$ cat src/rtl/dot_msg_dispatch_if.sv
// dot_msg_dispatch_if: message input and dot-controller output bundle.
//   slave  (dispatcher): takes msg/msg_ready; drives dm_* strobes, busy and counters.
//   master (producer/monitor): the mirror image.
interface dot_msg_dispatch_if;
    logic [31:0] msg;
    logic        msg_ready;
    logic        dm_write;
    logic        dm_enable;
    logic [4:0]  dm_col_addr;
    logic [6:0]  dm_row_in;
    logic        busy;
    logic [7:0]  err_count;
    logic [7:0]  drop_count;
    modport slave (
        input  msg, msg_ready,
        output dm_write, dm_enable, dm_col_addr, dm_row_in, busy, err_count, drop_count
    );
    modport master (
        output msg, msg_ready,
        input  dm_write, dm_enable, dm_col_addr, dm_row_in, busy, err_count, drop_count
    );
endinterface

$ cat src/rtl/dot_msg_dispatch.sv
// dot_msg_dispatch: validates decoded messages and turns them into dot-matrix column writes.
//   clk, reset : clock and synchronous active-high reset
//   bus        : msg/msg_ready in; dm_write, dm_enable, dm_col_addr, dm_row_in,
//                busy, err_count, drop_count out
module dot_msg_dispatch #(
    parameter int NUM_COLS = 5
) (
    input logic           clk,
    input logic           reset,
    dot_msg_dispatch_if.slave bus
);
    typedef enum logic [2:0] {IDLE, CHECK, WRITE, FILL, DONE} state_t;
    state_t      state, nextState;
    logic [31:0] msgReg;
    logic [7:0]  opcode, column, rowData, checkByte;
    logic        checkOk, colOk, lastCol;
    logic        busy, accept, reject, setEnable, startWrite, startFill, stepFill, drop;
    logic        dmWrite, dmEnable;
    logic [4:0]  colAddr;
    logic [6:0]  rowIn;
    logic [7:0]  errCount, dropCount;

    assign {opcode, column, rowData, checkByte} = msgReg;
    assign checkOk = checkByte == (opcode ^ column ^ rowData);
    // full 8-bit compare so upper column bits still make the address illegal
    assign colOk   = column < 8'(NUM_COLS);
    // the column address register doubles as the fill counter
    assign lastCol = colAddr == 5'(NUM_COLS - 1);

    always_ff @(posedge clk)
        if (reset) state <= IDLE;
        else       state <= nextState;

    always_comb begin
        nextState = state;
        case (state)
            IDLE:    nextState = bus.msg_ready ? CHECK : IDLE;
            CHECK:   nextState = !checkOk ? DONE :
                                 (opcode == 8'h01 && colOk) ? WRITE :
                                 (opcode == 8'h02 || opcode == 8'h03) ? FILL : DONE;
            WRITE:   nextState = DONE;
            FILL:    nextState = lastCol ? DONE : FILL;
            DONE:    nextState = IDLE;
            default: nextState = IDLE;
        endcase
    end

    always_comb begin
        busy       = state != IDLE;
        accept     = state == IDLE && bus.msg_ready;
        drop       = busy && bus.msg_ready;
        startWrite = state == CHECK && nextState == WRITE;
        startFill  = state == CHECK && nextState == FILL;
        stepFill   = state == FILL && !lastCol;
        setEnable  = state == CHECK && checkOk && opcode == 8'h04;
        reject     = state == CHECK && !(startWrite || startFill || setEnable);
    end

    // strobe and address are registered one cycle ahead so they line up with WRITE/FILL
    always_ff @(posedge clk)
        if (reset) begin
            msgReg    <= '0;
            dmWrite   <= 1'b0;
            dmEnable  <= 1'b0;
            colAddr   <= '0;
            rowIn     <= '0;
            errCount  <= '0;
            dropCount <= '0;
        end else begin
            if (accept) msgReg <= bus.msg;
            dmWrite <= startWrite || startFill || stepFill;
            if (startWrite) begin
                colAddr <= column[4:0];
                rowIn   <= rowData[6:0];
            end else if (startFill) begin
                colAddr <= '0;
                rowIn   <= opcode == 8'h02 ? rowData[6:0] : '0;
            end else if (stepFill) colAddr <= colAddr + 5'd1;
            if (setEnable) dmEnable <= rowData[0];
            if (reject && errCount != 8'hFF) errCount <= errCount + 8'd1;
            if (drop && dropCount != 8'hFF) dropCount <= dropCount + 8'd1;
        end

    assign bus.dm_write    = dmWrite;
    assign bus.dm_enable   = dmEnable;
    assign bus.dm_col_addr = colAddr;
    assign bus.dm_row_in   = rowIn;
    assign bus.busy        = busy;
    assign bus.err_count   = errCount;
    assign bus.drop_count  = dropCount;
endmodule

$ cat src/flat_wrapper.sv
// flat-port wrapper written by rule: the top's interface ports become plain ports
module dot_msg_dispatch_flat 
#(
    parameter int NUM_COLS = 5
)
  (clk, reset, bus_msg, bus_msg_ready, bus_dm_write, bus_dm_enable, bus_dm_col_addr, bus_dm_row_in, bus_busy, bus_err_count, bus_drop_count);
  dot_msg_dispatch_if bus_i ();
  input logic clk;
  input logic reset;
  input wire logic [$bits(bus_i.msg)-1:0] bus_msg;
  input wire logic [$bits(bus_i.msg_ready)-1:0] bus_msg_ready;
  output wire logic [$bits(bus_i.dm_write)-1:0] bus_dm_write;
  output wire logic [$bits(bus_i.dm_enable)-1:0] bus_dm_enable;
  output wire logic [$bits(bus_i.dm_col_addr)-1:0] bus_dm_col_addr;
  output wire logic [$bits(bus_i.dm_row_in)-1:0] bus_dm_row_in;
  output wire logic [$bits(bus_i.busy)-1:0] bus_busy;
  output wire logic [$bits(bus_i.err_count)-1:0] bus_err_count;
  output wire logic [$bits(bus_i.drop_count)-1:0] bus_drop_count;
  assign bus_i.msg = bus_msg;
  assign bus_i.msg_ready = bus_msg_ready;
  assign bus_dm_write = bus_i.dm_write;
  assign bus_dm_enable = bus_i.dm_enable;
  assign bus_dm_col_addr = bus_i.dm_col_addr;
  assign bus_dm_row_in = bus_i.dm_row_in;
  assign bus_busy = bus_i.busy;
  assign bus_err_count = bus_i.err_count;
  assign bus_drop_count = bus_i.drop_count;
  dot_msg_dispatch #(.NUM_COLS(NUM_COLS)) u_core (.clk(clk), .reset(reset), .bus(bus_i));
endmodule
$ cat config.mk
export PLATFORM = sky130hd
export DESIGN_NAME = dot_msg_dispatch_flat
export DESIGN_NICKNAME = d
export VERILOG_FILES = /design/src/rtl/dot_msg_dispatch_if.sv /design/src/rtl/dot_msg_dispatch.sv /design/src/flat_wrapper.sv
export SDC_FILE = /design/constraint.sdc
export NUM_CORES = 1
export LEC_CHECK = 0
export CORE_MARGIN = 1
export CORE_UTILIZATION = 29
export DETAILED_ROUTE_END_ITERATION = 7
export MAX_ROUTING_LAYER = met4
export PLACE_DENSITY_LB_ADDON = 0.08
export SETUP_SLACK_MARGIN = 0.02
export SLEW_MARGIN = 40
export SYNTH_ARGS = -nofsm -noshare
export SYNTH_HDL_FRONTEND = slang
export SYNTH_SLANG_ARGS = --single-unit
$ cat constraint.sdc
create_clock -name clk -period 2.2 [get_ports clk]
set_input_delay 0.44 -clock clk [delete_from_list [all_inputs] [get_ports clk]]
set_output_delay 0.44 -clock clk [all_outputs]
set_load 0.1 [all_outputs]
==> results.sh <==
export IMPL_max_freq_mhz=527
export IMPL_ant_nets=0
export IMPL_dr_total_vias=2579
export IMPL_grt_pass1_vias=2510
export IMPL_regArea_um2=1310
export IMPL_clk_pin_slew_ns=0.08
export IMPL_wl_per_cell_um=12.5
export IMPL_cp_max_fo=7
export IMPL_synth_compound_area_share_pct=12.1
export IMPL_synth_mux_area_share_pct=1.74
export IMPL_io_pins=66
export IMPL_endpoint_kind="flop"
export IMPL_synth_xor_area_share_pct=10.1
export IMPL_synthesis_area_um2=2940
export IMPL_yosys_cell_count_top_type="nand2_1"
export IMPL_syn_inst=364
export IMPL_drv_cap=0
export IMPL_vias_per_cell=4.52
export IMPL_place_area_um2=3680
export IMPL_grt_first_pass_wirelength_mm=11.8
export IMPL_rows=36
export IMPL_yosys_area_top_type="dfxtp_1"
export IMPL_cts_resized=0
export IMPL_hold_viol_final=0
export IMPL_drive_gt1_share_pct=15.8
export IMPL_die_x_um=103
export IMPL_place_hpwl_mm=5.23
export IMPL_ys_ff_latch=65
export IMPL_multi_input_area_um2=1540
export IMPL_routed_wl_mm=7.13
export IMPL_htree_levels=3
export IMPL_slew_headroom_pct=69.4
export IMPL_chipHeight_um=103
export IMPL_fin_area_um2=3910
export IMPL_clk_latency_ns=0.35
export IMPL_required_ns=2.48
export IMPL_antenna_found_initial=0
export IMPL_drc=0
export IMPL_synthTopCellsByArea="dfxtp_1 44%, nand2_1 11%, a21oi_1 8.3%"
export IMPL_whs_path_depth=2
export IMPL_numCtsBuffers=9
export IMPL_nNetsFinal=471
export IMPL_synth_edf_count=0
export IMPL_synthTopCellsByCount="90 x nand2_1, 65 x dfxtp_1, 49 x a21oi_1"
export IMPL_yosysSeqAreaShare_pct=44.2
export IMPL_drt_iter0_drc=61
export IMPL_post_synth_num_cell_types=36
export IMPL_synth_top_family_by_area="simple AND/OR/NAND/NOR gates"
export IMPL_final_max_slew_viol_count=0
export IMPL_async_flop_share_pct=0
export IMPL_diodes=0
export IMPL_cts_sinks=65
export IMPL_grt_max_degree=33
export IMPL_tritoncts="done"
export IMPL_powerDensity_nw_per_um2=728
export IMPL_netlist_area_leader_share_pct=44.2
export IMPL_cts_buffer_depth=2
export IMPL_start_util_pct=30.0
export IMPL_fin_skew_ns=0.0126
export IMPL_postCtsSetupBuffers=0
export IMPL_dieArea_um2=10600
export IMPL_hold_class="flop to flop"
export IMPL_clock_root_buffer="clkbuf_8"
export IMPL_setup_violations=0
export IMPL_portBuffers=65
export IMPL_synthSimpleGateAreaFrac_pct=26.4
export IMPL_ff2ff_path_depth=7
export IMPL_fin_ws_ns=0.304
export IMPL_tns_ns=0
export IMPL_min_period_over_period_pct=86.2
export IMPL_hp_start="u_core.bus.dm_row_in[6]"
export IMPL_yosysWarnings=0
export IMPL_r2r_start="u_core.msgReg[17]"
export IMPL_hold_end="u_core.bus.dm_row_in[6]"
export IMPL_place_ws_ns=0.267
export IMPL_grt_usage_pct=15.2
export IMPL_r2r_setup_slack_ns=0.30
export IMPL_min_period_ns=1.90
export IMPL_status="completed"
export IMPL_ys_flop_type="dfxtp_1"
export IMPL_fillerInstances=1081
export IMPL_firstDrtPassIters=5
export IMPL_start_kind="flop"
export IMPL_gp_congestion=0.773
export IMPL_crit_arrival_ns=2.18
export IMPL_total_leakage_power_nw=1.49
export IMPL_peakVddDrop_mv=0.336
export IMPL_rsz0062_at_grt="no"
export IMPL_syn_nets=403
export IMPL_core_region_area_um2=9820
export IMPL_finalCoreUtilization_pct=39.8
export IMPL_yosys_area_share_adder_pct=1.70
export IMPL_timing_rr_end="u_core.bus.err_count[4]"
export IMPL_syn_to_final_growth_pct=32.6
export IMPL_ctsHoldBuffers=0
export IMPL_grt_ovfl_total=0
export IMPL_critPathKind="flop to flop"
export IMPL_syn_avg_cell_area_um2=8.09
export IMPL_worst_slew_pin_slew_ns=0.457
==> cell usage in the layout (no fill, tap or decap), types with 2 or more instances in the layout <==
cell             Yosys  layout
clkdlybuf4s50_1      0      33
dfxtp_1             65      61
nand4_1              8       8
xor2_1              14      14
a21oi_1             49      49
clkbuf_8             0      10
o21ai_0              6       6
nand3_1             18      18
nor4_1               2       2
and3_1               5       4
mux2i_1              4       4
nor2b_1              3       3
or3_1                5       5
nor3_1               9       9
buf_4                2      41
dfxtp_2              0       4
inv_1                7       7
a31oi_1              3       3
nor4_4               2       2
bufinv_16            0       2
ha_1                 4       4
nor2_1              16      16
o31ai_1              3       3
nand2_1             90      90
xnor2_1             20      20
==> final cells by class <==
cell class / count / share of cell area (%)
Clock buffer: 10 / 3.52
Timing Repair Buffer: 75 / 16.5
Multi-Input combinational cell: 274 / 39.3
Clock inverter: 6 / 2.31
Inverter: 7 / 0.673
Tap cell: 133 / 4.26
Sequential cell: 65 / 33.5
==> registers in the layout, summed over array words and instances (netlist names) <==
name                    flops
u_core.bus.dm_row_in        7
u_core.state                3
u_core.bus.dm_col_addr      5
u_core.bus.drop_count       8
u_core.bus.dm_write         1
u_core.msgReg              32
u_core.bus.err_count        8
u_core.bus.dm_enable        1
==> cells by family after synthesis <==
family	Yosys count
buffers and inverters	25
flip-flops	65
XOR/XNOR	34
AND/OR/NAND/NOR	165
adder cells (fa/ha/maj)	4
AO/OA/AOI/OAI	66
multiplexers	5
==> worst max path at each step <==
stage / end / from / slack [ns]
6_report: u_core.bus.err_count[4] / u_core.msgReg[17] / 0.30
5_1_grt: u_core.bus.dm_col_addr[2] / u_core.msgReg[24] / 0.06
4_1_cts: u_core.bus.dm_col_addr[1] / u_core.msgReg[24] / 0.24
3_5_place_dp: u_core.bus.dm_col_addr[1] / u_core.msgReg[24] / 0.27
3_3_place_gp: u_core.bus.drop_count[4] / bus_msg_ready / 0.30
2_1_floorplan: u_core.bus.dm_col_addr[4] / u_core.bus.dm_col_addr[3] / 0.05
==> layer usage <==
metal  share of wire (%)  wire length [µm]  up-vias  GRT usage, %
li1                    -                 -     1367             -
met1                  48              3430     1158          18.7
met2                  47              3320       48          23.9
met3                 4.1               294        6          3.93
met4                 1.2                86        0          5.20
met5                   0                 0        -             -
==> through the flow <==
stage,hold slack [ns],power [mW],cells
floorplan,0.448,1.56,364
global placement,0.450,1.71,554
detailed placement,0.450,1.72,554
CTS,0.459,2.88,570
global route,0.476,2.98,570
finish,0.455,2.84,570
==> power by group <==
group          switching [mW]  internal [mW]
Combinational           0.230          0.185
Sequential             0.0456           1.22
Clock                   0.487          0.673
Total                   0.763           2.08
==> critical path, cell delays in order, from the launching register on <==
cell	delay, ns
dfxtp_1	0.43
xor2_1	0.22
xnor2_1	0.19
nor4_4	0.06
and3_1	0.26
buf_4	0.19
or3_1	0.34
a21oi_1	0.14
(Power assumes the default switching activity.)
